## config.mk

```make
export PLATFORM = sky130hd
export DESIGN_NAME = apb_mem_slave
export DESIGN_NICKNAME = d
export VERILOG_FILES = /design/src/rtl/apb_pkg.sv /design/src/rtl/apb_slave_regfile.sv /design/src/rtl/apb_mem_slave.sv
export SDC_FILE = /design/constraint.sdc
export NUM_CORES = 2
export LEC_CHECK = 0
export BUFFER_PORTS_ARGS = -buffer_cell sky130_fd_sc_hd__buf_2
export CORE_ASPECT_RATIO = 0.75
export CORE_UTILIZATION = 50
export DETAILED_ROUTE_END_ITERATION = 10
export PLACE_DENSITY = 0.73
export SYNTH_ARGS = -nofsm -noshare
export SYNTH_HDL_FRONTEND = slang
export SYNTH_SLANG_ARGS = --single-unit
export TNS_END_PERCENT = 10
```

## constraint.sdc

```tcl
create_clock -name PCLK -period 47.4 [get_ports PCLK]
set_input_delay 2.37 -clock PCLK [delete_from_list [all_inputs] [get_ports PCLK]]
set_output_delay 2.37 -clock PCLK [all_outputs]
set_load 0.02 [all_outputs]
```

## src/rtl/apb_pkg.sv

```systemverilog
// Shared APB definitions: FSM states, default bus widths and error classification.
// Also used by the bridge bench, so keep the encodings stable.
package apb_pkg;

  localparam int APB_ADDR_W = 8;
  localparam int APB_DATA_W = 8;

  typedef enum logic {
    IDLE   = 1'b0,
    ACCESS = 1'b1
  } apb_state_e;

  typedef enum logic [1:0] {
    ERR_NONE  = 2'b00,
    ERR_RANGE = 2'b01,
    ERR_WPROT = 2'b10
  } apb_err_e;

  // Range errors win, so a protected write to an unimplemented byte reports as a range error.
  function automatic apb_err_e apb_classify(input logic out_of_range, input logic write,
                                            input logic wp);
    if (out_of_range) return ERR_RANGE;
    if (write && wp) return ERR_WPROT;
    return ERR_NONE;
  endfunction

endpackage

```

## src/rtl/apb_slave_regfile.sv

```systemverilog
// Byte-array storage for the APB memory slave: one write port, one combinational
// read port, whole array cleared by the asynchronous reset.
module apb_slave_regfile #(
  parameter int ADDR_W = 8,
  parameter int DATA_W = 8,
  parameter int DEPTH  = 192
) (
  input  logic              clk,
  input  logic              rst,
  input  logic              we,
  input  logic [ADDR_W-1:0] waddr,
  input  logic [DATA_W-1:0] wdata,
  input  logic [ADDR_W-1:0] raddr,
  output logic [DATA_W-1:0] rdata
);

  logic [DATA_W-1:0] mem_q [DEPTH];
  logic [DATA_W-1:0] mem_d [DEPTH];

  always_comb begin
    mem_d = mem_q;
    if (we && (int'(waddr) < DEPTH)) begin
      mem_d[waddr] = wdata;
    end
  end

  always_ff @(posedge clk or posedge rst) begin
    if (rst) begin
      mem_q <= '{default: '0};
    end else begin
      mem_q <= mem_d;
    end
  end

  // Unimplemented addresses read as zero rather than indexing past the array.
  assign rdata = (int'(raddr) < DEPTH) ? mem_q[raddr] : '0;

endmodule

```

## src/rtl/apb_mem_slave.sv

```systemverilog
// APB memory slave: two-state transfer FSM, wait-state counter and registered
// PREADY/PRDATA/PSLVERR responses in front of a byte register file.
module apb_mem_slave
  import apb_pkg::*;
#(
  parameter int ADDR_W      = APB_ADDR_W,
  parameter int DATA_W      = APB_DATA_W,
  parameter int MEM_DEPTH   = 192,
  parameter int WAIT_STATES = 1
) (
  input  logic              PCLK,
  input  logic              PRESET,
  input  logic              PSEL,
  input  logic              PENABLE,
  input  logic              PWRITE,
  input  logic [ADDR_W-1:0] PADDR,
  input  logic [DATA_W-1:0] PWDATA,
  input  logic              wp,
  output logic              PREADY,
  output logic [DATA_W-1:0] PRDATA,
  output logic              PSLVERR,
  output logic              prot_err
);

  localparam int              CNT_W     = 4;
  localparam logic [CNT_W-1:0] CNT_INIT  = CNT_W'(WAIT_STATES);
  localparam logic [CNT_W-1:0] CNT_ONE   = CNT_W'(1);
  localparam logic             ZERO_WAIT = (WAIT_STATES == 0);

  apb_state_e        state_q, state_d;
  logic [CNT_W-1:0]  cnt_q, cnt_d;
  logic [ADDR_W-1:0] addr_q, addr_d;
  logic [DATA_W-1:0] wdata_q, wdata_d;
  logic              write_q, write_d;
  logic              wp_q, wp_d;
  logic              pready_q, pready_d;
  logic              pslverr_q, pslverr_d;
  logic [DATA_W-1:0] prdata_q, prdata_d;
  logic              prot_err_q, prot_err_d;

  logic              setup_phase;
  logic [ADDR_W-1:0] rd_addr;
  logic [DATA_W-1:0] rd_data;
  logic              in_err;
  logic              lat_err;
  logic              mem_we;

  // A zero-wait response is built at the setup edge, before anything is latched,
  // so the read port and error check look at the live bus during setup.
  assign setup_phase = PSEL && !PENABLE;
  assign rd_addr     = setup_phase ? PADDR : addr_q;
  assign in_err      = (apb_classify(int'(PADDR) >= MEM_DEPTH, PWRITE, wp) != ERR_NONE);
  assign lat_err     = (apb_classify(int'(addr_q) >= MEM_DEPTH, write_q, wp_q) != ERR_NONE);

  apb_slave_regfile #(
    .ADDR_W(ADDR_W),
    .DATA_W(DATA_W),
    .DEPTH (MEM_DEPTH)
  ) u_regfile (
    .clk  (PCLK),
    .rst  (PRESET),
    .we   (mem_we),
    .waddr(addr_q),
    .wdata(wdata_q),
    .raddr(rd_addr),
    .rdata(rd_data)
  );

  always_comb begin
    state_d    = state_q;
    cnt_d      = cnt_q;
    addr_d     = addr_q;
    wdata_d    = wdata_q;
    write_d    = write_q;
    wp_d       = wp_q;
    pready_d   = 1'b0;
    pslverr_d  = 1'b0;
    prdata_d   = '0;
    prot_err_d = 1'b0;
    mem_we     = 1'b0;

    if (setup_phase) begin
      // A setup seen mid-transfer is an abort plus a fresh setup.
      prot_err_d = (state_q == ACCESS);
      state_d    = ACCESS;
      cnt_d      = CNT_INIT;
      addr_d     = PADDR;
      wdata_d    = PWDATA;
      write_d    = PWRITE;
      wp_d       = wp;
      pready_d   = ZERO_WAIT;
      if (ZERO_WAIT) begin
        pslverr_d = in_err;
        prdata_d  = (!PWRITE && !in_err) ? rd_data : '0;
      end
    end else if (state_q == IDLE) begin
      prot_err_d = PSEL && PENABLE;
    end else if (!PSEL) begin
      prot_err_d = 1'b1;
      state_d    = IDLE;
      cnt_d      = '0;
    end else if (pready_q) begin
      mem_we  = write_q && !lat_err;
      state_d = IDLE;
      cnt_d   = '0;
    end else begin
      if (cnt_q != '0) begin
        cnt_d = cnt_q - CNT_ONE;
      end
      if (cnt_q <= CNT_ONE) begin
        pready_d  = 1'b1;
        pslverr_d = lat_err;
        prdata_d  = (!write_q && !lat_err) ? rd_data : '0;
      end
    end
  end

  always_ff @(posedge PCLK or posedge PRESET) begin
    if (PRESET) begin
      state_q    <= IDLE;
      cnt_q      <= '0;
      addr_q     <= '0;
      wdata_q    <= '0;
      write_q    <= 1'b0;
      wp_q       <= 1'b0;
      pready_q   <= 1'b0;
      pslverr_q  <= 1'b0;
      prdata_q   <= '0;
      prot_err_q <= 1'b0;
    end else begin
      state_q    <= state_d;
      cnt_q      <= cnt_d;
      addr_q     <= addr_d;
      wdata_q    <= wdata_d;
      write_q    <= write_d;
      wp_q       <= wp_d;
      pready_q   <= pready_d;
      pslverr_q  <= pslverr_d;
      prdata_q   <= prdata_d;
      prot_err_q <= prot_err_d;
    end
  end

  assign PREADY   = pready_q;
  assign PSLVERR  = pslverr_q;
  assign PRDATA   = prdata_q;
  assign prot_err = prot_err_q;

endmodule
```

==> impl_metrics.toml <==
[floorplanning]
top_level_ports = 33
die_area_sq_um = 148400
start_util = 0.5047
rows = 121
coreArea_sq_um = 145500
dieWidth_um = 444.5
dieHeight_um = 333.9

[detailed_routing]
routed-via-count = 50940
remaining_drc_errors = 0
drt_first_pass_iters = 6
antenna_left = 0
routed_wirelength_mm = 213.1
vias_per_cell = 6.395
drt_iter0_drc = 6204
wl_per_cell_um = 26.75

[power_and_ir_drop]
powerDensity_nw_per_um2 = 36.97
leakagePower_nw = 37.90
vdd_ir_drop_max_mv = 0.03222
finalPower_mw = 2.947

[final_layout]
area_delta_synth_final_pct = 8.569
layout_commonest_cell = "dfrtp_1"
nNetsFinal = 5900
drive_above_1_share = 0.3394
layout_common_cells = "dfrtp_1, mux2_2, nand2_1, nor2_1, nand3_1"
final_area_sq_um = 79720
postLayoutCoreUtil = 0.5479

[logic_synthesis]
synth-simple-area-share = 0.08929
synth_top_family_by_area = "multiplexers"
synth_edf_count = 0
ys.flop_type = "dfrtp_1"
synth.avg_cell_area_sq_um = 12.18
yosys_warnings = 0
ys_seq_area_frac = 0.5351
yosysUniqueCellTypes = 74
muxShareOfSynthArea = 0.2848
synthCells = 6031
synthXorXnorAreaFrac = 0.0001193
synth_nets = 6055
synthAdderAreaFrac = 0.0003408
syn_area_sq_um = 73430
ys_seq_elements = 1570
synthArstFlopShare = 1.000
synth_compound_area_frac = 0.05887

[global_routing]
antenna_found_initial = 9
grt_pass1_wl_mm = 323.5
grt_overflow = 0
grt_pass1_vias = 50050
track_usage = 0.2860
grt_max_degree = 167

[place]
routabilityCongestion = 0.9407
post-dp-hpwl_mm = 132.3
place_ws_ns = 38.78
io_buffers = 32
dpl-instance-area_sq_um = 74840

[sta]
setup_violations = 0
rsz0062_at_grt = "false"
period_minus_slack_ns = 7.826
fin_skew_ns = 0.03466
fmax_ghz = 0.1278
worst_slack_ns = 39.57
maxSlewViolCount = 0
worstMarginPinSlew_ns = 1.365
maxSlewHeadroom = 0.09019
min_period_over_period = 0.1651
tns_ns = 0
finalHoldViolCount = 0

[setup_path]
end_kind = "flop"
cpMostUsedCell = "buf_4"
path_max_fanout = 150
crit_required_ns = 48.03
max_stage_delay_ns = 0.78
arrival_ns = 8.46
start_kind = "input port"
path_cells = "buf_2 -> nand2b_4 -> a21oi_4 -> inv_16 -> buf_4 -> buf_4 -> buf_4 -> buf_4 -> mux4_2 -> a22oi_1 -> nand4_1 -> o211ai_1 -> a2111oi_2"
crit_slowest_cell = "buf_4"
worstSetupPathType = "in2reg"

[clock_tree]
cts_tree = "built"
cts_made_buffers = 147
cts.sinks = 1570
cts_max_path_buffers = 3
post_cts_buffers = 0
clk-insertion-delay-late_ns = 0.80
root_buffer = "clkbuf_16"
cts_resized = 0
h-tree-depth = 4
cts_hold_buf = 0
clk_pin_slew_ns = 0.07

[run_status]
status = "completed"

[hold_path]
min_path_type = "reg2reg"

[job]
cap_violations = 0
-- routing by layer --
| layer | global-route usage | wire length (um) |
|---|---|---|
| met3 | 0.08230 | 23420 |
| met1 | 0.4170 | 91280 |
| met2 | 0.4002 | 90070 |
| met5 | 0 | 56 |
| met4 | 0.1125 | 8275 |
-- final timing paths --
path	end	depth (start not counted)	from	slack (ns)
max	PRDATA[1]	13	PENABLE	39.57
min	u_regfile.mem_q[1380]	1	u_regfile.mem_q[1380]	0.49
max reg2reg	PRDATA[1]	12	addr_q[0]	41.19
min reg2reg	u_regfile.mem_q[1380]	1	u_regfile.mem_q[1380]	0.49
max in group asynchronous	u_regfile.mem_q[587]	7	PRESET	40.76
min in group asynchronous	wdata_q[1]	2	PRESET	1.80
-- Yosys cell counts, types with 12 or more instances --
cell	number	area, sq um
dfrtp_1	1570	39290
mux2_2	1526	17180
nand2_1	902	3386
nor2_1	270	1013
clkbuf_1	250	938.4
nand3_1	230	1151
mux2i_1	197	1972
a21oi_1	151	755.7
o21ai_0	98	490.5
buf_2	95	475.5
a32oi_1	70	613.1
mux4_2	70	1577
a31oi_1	61	381.6
a221oi_1	51	446.7
buf_4	45	337.8
nand4_1	44	275.3
a22oi_1	35	262.8
a211oi_1	29	217.7
o22ai_1	27	168.9
nor3_1	26	130.1
buf_6	24	270.3
inv_1	21	78.83
nand2b_1	18	112.6
o21ai_1	15	75.07
buf_1	13	48.80
o31ai_1	12	90.09
-- per-stage QoR --
| step | hold slack [ns] | std cells |
|---|---|---|
| after floorplan | 0.4580 | 6031 |
| after global placement | 0.4672 | 7693 |
| after detailed placement | 0.4754 | 7693 |
| after CTS | 0.4899 | 7959 |
| after global routing | 0.4987 | 7962 |
| final | 0.4859 | 7966 |
-- worst max-delay path: cells and delay by family --
family,cells,cell delay (ns)
mux,1,0.61
compound gates,4,0.83
simple gates,2,0.79
buf+inv,6,3.68
-- state kept, by name, summed over array words and instances, names as in the netlist --
register and count:
cnt_q 4, prot_err 1, PREADY 1, wdata_q 8
addr_q 8, u_regfile.mem_q 1536, write_q 1, PRDATA 8
PSLVERR 1, state_q 1, wp_q 1
-- final cells by class --
type,count,area [sq um]
fillers,11930,65770
flip-flops and latches,1570,39320
multi-input cells,3999,31990
clock buffers,219,4374
well taps,1968,2462
repair buffers,133,965.9
clock inverters,47,476.7
inverters,25,122.6
diodes,5,12.51
-- power breakdown --
part	internal (mW)	switching (mW)
Clock	0.674	0.527
Sequential	1.34	0.0243
Combinational	0.0800	0.298
Total	2.10	0.850
-- cells by family (layout without fill, tap and decap cells) --
group           Yosys count  in the layout
simple gates           1552           1552
compound gates          637            637
flops                  1570           1570
buf+inv                 462            424
xor+xnor                  1              1
mux                    1807           1807
other cells               0              5
fa+ha+maj                 2              2
Note: power is estimated with default switching activity, not from simulation.
